File: src/rtl/tpu_isa_pkg.sv
// tpu_isa_pkg: shared ISA constants and the instruction-fetch state type
package tpu_isa_pkg;
  localparam int INS_LEN = 54;
  localparam int ICACHE_AW = 10;
  localparam int OPCODE_MSB = INS_LEN - 1;
  localparam int OPCODE_LSB = INS_LEN - 4;
  localparam logic [3:0] OP_HALT = 4'hF;
  typedef enum logic [1:0] {IDLE, FETCH, DRAIN} ifetch_state_t;
endpackage

File: src/rtl/ifetch_fifo.sv
// ifetch_fifo: shift-register prefetch FIFO whose head entry 0 is a plain register
module ifetch_fifo #(
  parameter int W = 64,
  parameter int DEPTH = 2
) (
  input  logic                       clk,
  input  logic                       rst_n,
  input  logic                       push,
  input  logic                       pop,
  input  logic                       flush,
  input  logic [W-1:0]               din,
  output logic [W-1:0]               dout,
  output logic                       full,
  output logic                       empty,
  output logic [$clog2(DEPTH+1)-1:0] count
);
  localparam int CW = $clog2(DEPTH + 1);
  logic [DEPTH-1:0][W-1:0] mem_q, mem_d;
  logic [CW-1:0] count_q, count_d, wr_idx;
  assign wr_idx = count_q - CW'(pop);
  assign count_d = flush ? '0 : count_q + CW'(push) - CW'(pop);
  // entries shift toward the head on pop; a push lands just behind the last survivor
  always_comb begin
    mem_d = mem_q;
    for (int i = 0; i < DEPTH; i++) begin
      mem_d[i] = pop ? mem_q[(i < DEPTH - 1) ? i + 1 : i] : mem_q[i];
      if (push && CW'(i) == wr_idx) mem_d[i] = din;
    end
  end
  always_ff @(posedge clk or negedge rst_n)
    if (!rst_n) begin
      mem_q <= '0;
      count_q <= '0;
    end else begin
      mem_q <= mem_d;
      count_q <= count_d;
    end
  assign dout = mem_q[0];
  assign count = count_q;
  assign full = count_q == CW'(DEPTH);
  assign empty = count_q == '0;
endmodule

File: src/rtl/instruction_fetch.sv
// instruction_fetch: walks the PC through the icache into a prefetch FIFO until HALT.
// Optional IFETCH_PERF_CNT_EN adds saturating fetch/stall performance counters.
module instruction_fetch import tpu_isa_pkg::*; #(
  parameter int INS_LEN = tpu_isa_pkg::INS_LEN,
  parameter int FIFO_DEPTH = 2
) (
  input  logic                 clk,
  input  logic                 rst_n,
  input  logic                 start,
  input  logic [ICACHE_AW-1:0] start_pc,
  input  logic                 redirect_valid,
  input  logic [ICACHE_AW-1:0] redirect_pc,
  output logic                 icache_rd_ctrl_en,
  output logic [ICACHE_AW-1:0] icache_rd_ctrl_addr,
  input  logic [INS_LEN-1:0]   icache_rd_ctrl_data,
  output logic                 ins_valid,
  input  logic                 ins_ready,
  output logic [INS_LEN-1:0]   ins_data,
  output logic [ICACHE_AW-1:0] ins_pc,
  output logic                 busy,
`ifdef IFETCH_PERF_CNT_EN
  output logic [31:0]          perf_fetch_cnt,
  output logic [31:0]          perf_stall_cnt,
`endif
  output logic                 done
);
  localparam int CW = $clog2(FIFO_DEPTH + 1);
  ifetch_state_t state_q, state_d;
  logic [ICACHE_AW-1:0] pc_q, pc_d;
  logic fetch, pop, redir, full, empty, halt;
  logic [CW-1:0] count;
  assign pop = !empty && ins_ready;
  assign redir = redirect_valid && state_q != IDLE;
  assign fetch = state_q == FETCH && !redirect_valid && (!full || pop);
  assign halt = icache_rd_ctrl_data[INS_LEN-1 -: 4] == OP_HALT;
  assign done = state_q == DRAIN && count == '0 && !redirect_valid;
  assign busy = state_q != IDLE;
  assign ins_valid = !empty;
  assign icache_rd_ctrl_en = fetch;
  assign icache_rd_ctrl_addr = pc_q;
  always_comb begin
    state_d = state_q;
    pc_d = pc_q;
    if (state_q == IDLE && start) begin
      state_d = FETCH;
      pc_d = start_pc;
    end else if (redir) begin
      state_d = FETCH;
      pc_d = redirect_pc;
    end else begin
      pc_d = fetch ? pc_q + ICACHE_AW'(1) : pc_q;
      state_d = (fetch && halt) ? DRAIN : done ? IDLE : state_q;
    end
  end
  always_ff @(posedge clk or negedge rst_n)
    if (!rst_n) begin
      state_q <= IDLE;
      pc_q <= '0;
    end else begin
      state_q <= state_d;
      pc_q <= pc_d;
    end
  ifetch_fifo #(.W(ICACHE_AW + INS_LEN), .DEPTH(FIFO_DEPTH)) u_fifo (
    .clk   (clk),
    .rst_n (rst_n),
    .push  (fetch),
    .pop   (pop),
    .flush (redir),
    .din   ({pc_q, icache_rd_ctrl_data}),
    .dout  ({ins_pc, ins_data}),
    .full  (full),
    .empty (empty),
    .count (count)
  );
`ifdef IFETCH_PERF_CNT_EN
  logic [31:0] perf_fetch_q, perf_stall_q;
  logic stall;
  assign stall = state_q == FETCH && !redirect_valid && full && !pop;
  always_ff @(posedge clk or negedge rst_n)
    if (!rst_n) begin
      perf_fetch_q <= '0;
      perf_stall_q <= '0;
    end else if (state_q == IDLE && start) begin
      perf_fetch_q <= '0;
      perf_stall_q <= '0;
    end else begin
      if (fetch && !(&perf_fetch_q)) perf_fetch_q <= perf_fetch_q + 32'd1;
      if (stall && !(&perf_stall_q)) perf_stall_q <= perf_stall_q + 32'd1;
    end
  assign perf_fetch_cnt = perf_fetch_q;
  assign perf_stall_cnt = perf_stall_q;
`endif
endmodule

File: config.mk
export PLATFORM = sky130hd
export DESIGN_NAME = instruction_fetch
export DESIGN_NICKNAME = d
export VERILOG_FILES = /design/src/rtl/tpu_isa_pkg.sv /design/src/rtl/ifetch_fifo.sv /design/src/rtl/instruction_fetch.sv
export SDC_FILE = /design/constraint.sdc
export NUM_CORES = 1
export LEC_CHECK = 0
export ABC_AREA = 1
export CORE_ASPECT_RATIO = 0.6
export CORE_UTILIZATION = 53
export DETAILED_ROUTE_END_ITERATION = 12
export PLACE_DENSITY = 0.82
export SKIP_LAST_GASP = 1
export SLEW_MARGIN = 5
export SYNTH_ARGS = -nofsm -noshare
export SYNTH_HDL_FRONTEND = slang
export SYNTH_HIERARCHICAL = 1
export SYNTH_SLANG_ARGS = --single-unit
File: constraint.sdc
create_clock -name clk -period 3.56 [get_ports clk]
set_clock_uncertainty 0.05 [all_clocks]
set_input_delay 0.712 -clock clk [delete_from_list [all_inputs] [get_ports clk]]
set_output_delay 0.712 -clock clk [all_outputs]
set_load 0.05 [all_outputs]
==> results of run 1 <==
-- metal layers --
| layer | track usage | up-vias | share of wire |
|---|---|---|---|
| met4 | 0.0857 | 4 | 0.012 |
| met5 | 0 | - | 0.0012 |
| met1 | 0.392 | 3268 | 0.47 |
| met2 | 0.411 | 299 | 0.44 |
| li1 | - | 3429 | - |
| met3 | 0.0538 | 25 | 0.080 |
-- area by class of cell --
type,count,area [um^2]
Timing Repair Buffer,172,1680
Sequential cell,142,3550
Clock inverter,11,159
Tap cell,198,248
Clock buffer,20,457
Multi-Input combinational cell,716,3170
Inverter,89,337
Fill cell,1215,4990
-- kinds of logic (layout without fill, tap and decap cells) --
kind of cell             after synthesis  after routing  synth area share
AO/OA/AOI/OAI                         86             86            0.0565
buffers and inverters                219            292             0.160
flip-flops                           142            142             0.445
AND/OR/NAND/NOR                      625            625             0.331
XOR/XNOR                               1              1           0.00110
adder cells (fa/ha/maj)                4              4           0.00626
-- final timing paths --
kind	cells after the start	end	start	slack (ns)
min in group clk	2	u_fifo/dout[18]	u_fifo/dout[18]	0.42
max in group asynchronous	2	u_fifo/mem_q[70]	rst_n	2.31
worst min register to register	2	u_fifo/dout[18]	u_fifo/dout[18]	0.42
worst max register to register	8	u_fifo/dout[6]	u_fifo/count[1]	0.95
worst min-delay path	1	u_fifo/dout[54]	rst_n	0.29
worst max-delay path	5	done	redirect_valid	0.50
-- power by group --
part / internal [mW] / total, mW / switching [mW] / leakage (nW)
Combinational: 1.60 / 5.24 / 3.64 / 2.84
Sequential: 2.40 / 2.92 / 0.517 / 1.73
Clock: 1.15 / 1.84 / 0.696 / 0.297
-- cell usage in the layout (no fill, tap or decap), drive strengths merged --
cell type and count:
a21boi 5, a21oi 5, a22oi 1, a31oi 1, and3 1, buf 18, bufinv 3, clkbuf 20
clkdlybuf4s50 154, clkinv 5, clkinvlp 1, dfrtp 142, ha 4, inv 91, nand2 502, nand3 21
nand4 65, nor2 34, nor3 2, o211ai 2, o21ai 72, xor2 1
-- critical path, stage by stage --
cell	delay, ns
clkdlybuf4s50_1	0.49
nor2_1	0.16
nand2_1	0.08
inv_1	0.06
clkdlybuf4s50_1	0.79
-- stage by stage --
step / util / setup WS [ns] / hold slack [ns] / cells / power, mW
2_1_floorplan: - / 1.04 / 0.366 / 1077 / 7.21
3_3_place_gp: 0.616 / 0.557 / 0.405 / 1317 / 8.02
3_5_place_dp: 0.616 / 0.509 / 0.408 / 1317 / 8.14
4_1_cts: 0.658 / 0.505 / 0.351 / 1348 / 10.0
5_1_grt: 0.658 / 0.460 / 0.395 / 1348 / 10.7
6_report: 0.658 / 0.498 / 0.289 / 1348 / 10.0
-- sequential cells by signal, indices dropped and copies added (netlist names) --
signal               count
state_q                  2
u_fifo/mem_q            64
icache_rd_ctrl_addr     10
u_fifo/count             2
u_fifo/dout             64
==> results.sh, run 1 <==
export IMPL_outcome="complete, no violations"
export IMPL_clk_pin_slew_ns=0.06
export IMPL_synth_area_um2=7990
export IMPL_htree_levels=4
export IMPL_ys_top_cells_by_count="nand2_1, dfrtp_1, inv_1, o21ai_0, buf_4"
export IMPL_max_freq_ghz=0.327
export IMPL_die_w_um=161
export IMPL_cts_root_buf="clkbuf_16"
export IMPL_core_um2=14600
export IMPL_drtAntennaViolNets=0
export IMPL_max_vdd_ir_drop_v=0.000602
export IMPL_finalCriticalPeriod_ns=3.06
export IMPL_grt_pass1_vias=6724
export IMPL_port_buffers=156
export IMPL_ctsResizeCount=0
export IMPL_syn_nets=1160
export IMPL_final_design_area_no_fill_um2=9600
export IMPL_syn_to_final_growth_pct=20.2
export IMPL_synth_cell_types=31
export IMPL_antenna_found_initial=2
export IMPL_min_period_over_period=0.860
export IMPL_setup_viol=0
export IMPL_worst_ep_required_time_ns=2.80
export IMPL_cts_buffers=17
export IMPL_final_nets=1221
export IMPL_hold_viol=0
export IMPL_cts_tree="built"
export IMPL_cp_max_fo=4
export IMPL_syn_inst=1077
export IMPL_via_per_inst=5.21
export IMPL_synth_edff_count=0
export IMPL_grt_use_total=0.272
export IMPL_dieArea_um2=15600
export IMPL_io_pin_count=157
export IMPL_place_area_um2=8990
export IMPL_clk_latency_ns=0.42
export IMPL_async_reset_ff_frac=1.00
export IMPL_vias=7025
export IMPL_grt_max_degree=92
export IMPL_drive_gt1_frac=0.0609
export IMPL_cp_data_arrival_time_ns=2.30
export IMPL_finalWirelength_um=20200
export IMPL_cts_hold_buf=0
export IMPL_yosys_warnings=6
export IMPL_worstMarginPinSlew_ns=0.916
export IMPL_antenna_cells=0
export IMPL_drc=0
export IMPL_critPathKind="primary input to primary output"
export IMPL_synth_seq_cells=142
export IMPL_die_h_um=97.1
export IMPL_cp_start_kind="primary input"
export IMPL_ys_top_cells_by_area="dfrtp_1, nand2_1, buf_4"
export IMPL_rsz0062_at_grt="no"
export IMPL_synth_top_area_share=0.445
export IMPL_firstDrtPassIters=5
export IMPL_grt_first_pass_wirelength_um=33900
export IMPL_post_cts_setup_buffers=0
export IMPL_hpwlAfterDp_um=12400
export IMPL_avgSynthCellArea_um2=7.42
export IMPL_p_per_area_nw_per_um2=1040
export IMPL_final_setup_tns_ns=0
export IMPL_leakage_nw=4.86
export IMPL_max_cap_violations=0
export IMPL_initialDrtViolationCount=490
export IMPL_wire_per_inst_um=15.0
export IMPL_yosysSeqAreaShare=0.445
export IMPL_slew_headroom=0.389
export IMPL_synth_top_area_cell="dfrtp_1"
export IMPL_synth_most_common_cell="nand2_1"
export IMPL_hold_path_class="primary input to async pin"
export IMPL_row_count=34
export IMPL_synthFlopType="dfrtp_1"
export IMPL_cts_path_max_buffers=2
export IMPL_cts_sinks=142
export IMPL_place_gp_congestion=0.916
export IMPL_finalMaxSlewViolations=0
export IMPL_overflow=0
export IMPL_setup_worst_path_end_class="primary output"
export IMPL_start_util=0.548
Power figures use the tool's default switching activity.
==> run 2: changes to the inputs <==
--- a/config.mk
+++ b/config.mk
@@ -6,7 +6,7 @@
 export NUM_CORES = 1
 export LEC_CHECK = 0
 export ABC_AREA = 1
-export CORE_ASPECT_RATIO = 0.6
+export CORE_ASPECT_RATIO = 0.5
 export CORE_UTILIZATION = 53
 export DETAILED_ROUTE_END_ITERATION = 12
 export PLACE_DENSITY = 0.82
==> results.sh, run 2 (synthesis results as in run 1) <==
export IMPL_internal_power_mw=5.31
export IMPL_pre_cts_ws_ns=0.526
export IMPL_min_period_over_period=0.854
export IMPL_max_freq_ghz=0.329
export IMPL_p_per_area_nw_per_um2=1040
export IMPL_final_cell_mix="nand2_1, clkdlybuf4s50_1, dfrtp_1"
export IMPL_row_count=31
export IMPL_dieArea_um2=15600
export IMPL_worstMarginPinSlew_ns=0.880
export IMPL_clk_latency_ns=0.41
export IMPL_outcome="complete, no violations"
export IMPL_overflow=0
export IMPL_slew_headroom=0.413
export IMPL_cpPeakStageDelay_ns=0.80
export IMPL_setup_viol=0
export IMPL_hpwlAfterDp_um=12100
export IMPL_core_um2=14600
export IMPL_finalWirelength_um=19000
export IMPL_finalMaxSlewViolations=0
export IMPL_htree_levels=4
export IMPL_drtAntennaViolNets=0
export IMPL_cp_data_arrival_time_ns=2.28
export IMPL_via_per_inst=5.18
export IMPL_power_mw=10.1
export IMPL_start_util=0.548
export IMPL_antenna_cells=0
export IMPL_hold_path_class="primary input to async pin"
export IMPL_post_cts_setup_buffers=0
export IMPL_fill_cells=1221
export IMPL_final_setup_tns_ns=0
export IMPL_syn_to_final_growth_pct=20.8
export IMPL_power_frac_comb=0.522
export IMPL_clkPwrFrac=0.192
export IMPL_grt_max_degree=74
export IMPL_die_w_um=176
export IMPL_vias=6960
export IMPL_cts_hold_buf=0
export IMPL_layout_cells_most_common="nand2_1"
export IMPL_max_cap_violations=0
export IMPL_port_buffers=156
export IMPL_setup_ws_ns=0.519
export IMPL_worst_ep_required_time_ns=2.80
export IMPL_multi_input_area_um2=3170
export IMPL_switching_share=0.474
export IMPL_crit_top_cell="clkdlybuf4s50_1"
export IMPL_leakage_nw=4.88
export IMPL_cts_sinks=142
export IMPL_drc=0
export IMPL_cp_start_kind="primary input"
export IMPL_cp_cell_sequence="clkdlybuf4s50_1 > nor2_1 > nand2_1 > inv_1 > clkdlybuf4s50_1"
export IMPL_pwr_share_seq=0.285
export IMPL_setup_worst_path_end_class="primary output"
export IMPL_grt_use_total=0.255
export IMPL_grt_first_pass_wirelength_um=31500
export IMPL_grt_pass1_vias=6759
export IMPL_wire_per_inst_um=14.1
export IMPL_hold_slack_ns=0.259
export IMPL_hold_viol=0
export IMPL_initialDrtViolationCount=496
export IMPL_io_pin_count=157
export IMPL_cp_max_fo=4
export IMPL_drive_gt1_frac=0.0567
export IMPL_cts_tree="built"
export IMPL_critPathKind="primary input to primary output"
export IMPL_switching_power_mw=4.78
export IMPL_max_vdd_ir_drop_v=0.000551
export IMPL_die_h_um=88.8
export IMPL_antenna_found_initial=0
export IMPL_final_nets=1217
export IMPL_ctsResizeCount=0
export IMPL_firstDrtPassIters=5
export IMPL_cts_root_buf="clkbuf_16"
export IMPL_clk_pin_slew_ns=0.06
export IMPL_cts_buffers=17
export IMPL_cts_path_max_buffers=2
export IMPL_cp_slowest_cell="clkdlybuf4s50_1"
export IMPL_place_gp_congestion=0.855
export IMPL_finalCriticalPeriod_ns=3.04
export IMPL_rsz0062_at_grt="no"
export IMPL_seqCellArea_um2=3550
-- run 2: cell count changes in the layout (fill, tap and decap cells not counted) --
| cell | change |
|---|---|
| buf_4 | -8 |
| buf_12 | +4 |
| bufinv_16 | +2 |
| clkinv_2 | +2 |
| clkinv_4 | -2 |
| inv_6 | -2 |
| clkbuf_1 | +1 |
| clkinvlp_4 | -1 |
-- run 2: layout make-up --
class | count | share of cell area
clock buffers | 21 | 0.0477
multi-input cells | 716 | 0.328
flip-flops and latches | 142 | 0.368
well taps | 198 | 0.0257
repair buffers | 168 | 0.176
clock inverters | 10 | 0.0193
inverters | 89 | 0.0349
-- run 2: worst max-delay path, delay by kind of cell --
kind / cells / cell delay [ns]
buf+inv: 3 / 1.36
simple gates: 2 / 0.20
-- run 2: layer usage --
metal  part of all wire  routed length, um  global-route usage
met3              0.056               1070              0.0546
met5                  0                  0                   0
met2               0.49               9250               0.445
met1               0.44               8400               0.320
met4              0.014                272              0.0846
-- run 2: stage by stage --
| step | cell area (um^2) | cells | utilization |
|---|---|---|---|
| global placement | 9010 | 1313 | 0.618 |
| floorplan | 7990 | 1077 | - |
| detailed placement | 9010 | 1313 | 0.618 |
| CTS | 9650 | 1344 | 0.662 |
| global route | 9650 | 1344 | 0.662 |
| finish | 9650 | 1344 | 0.662 |
-- run 2: worst paths after layout --
| check | start | endpoint | slack [ns] | depth (start not counted) |
|---|---|---|---|---|
| max in group asynchronous | rst_n | u_fifo/count[1] | 2.37 | 2 |
| hold / removal | rst_n | u_fifo/dout[18] | 0.26 | 1 |
| hold reg to reg | u_fifo/dout[21] | u_fifo/dout[21] | 0.42 | 2 |
| min in group clk | u_fifo/dout[21] | u_fifo/dout[21] | 0.42 | 2 |
| setup reg to reg | u_fifo/count[1] | u_fifo/dout[4] | 0.78 | 9 |
| setup / recovery | redirect_valid | done | 0.52 | 5 |
-- run 2: power groups by stage --
stage / clock, mW / sequential (mW) / combinational, mW
2_1_floorplan: 0 / 2.89 / 4.32
3_3_place_gp: 0 / 2.86 / 5.10
3_5_place_dp: 0 / 2.89 / 5.24
4_1_cts: 1.97 / 2.88 / 5.26
5_1_grt: 2.05 / 2.97 / 5.73
6_report: 1.94 / 2.88 / 5.27
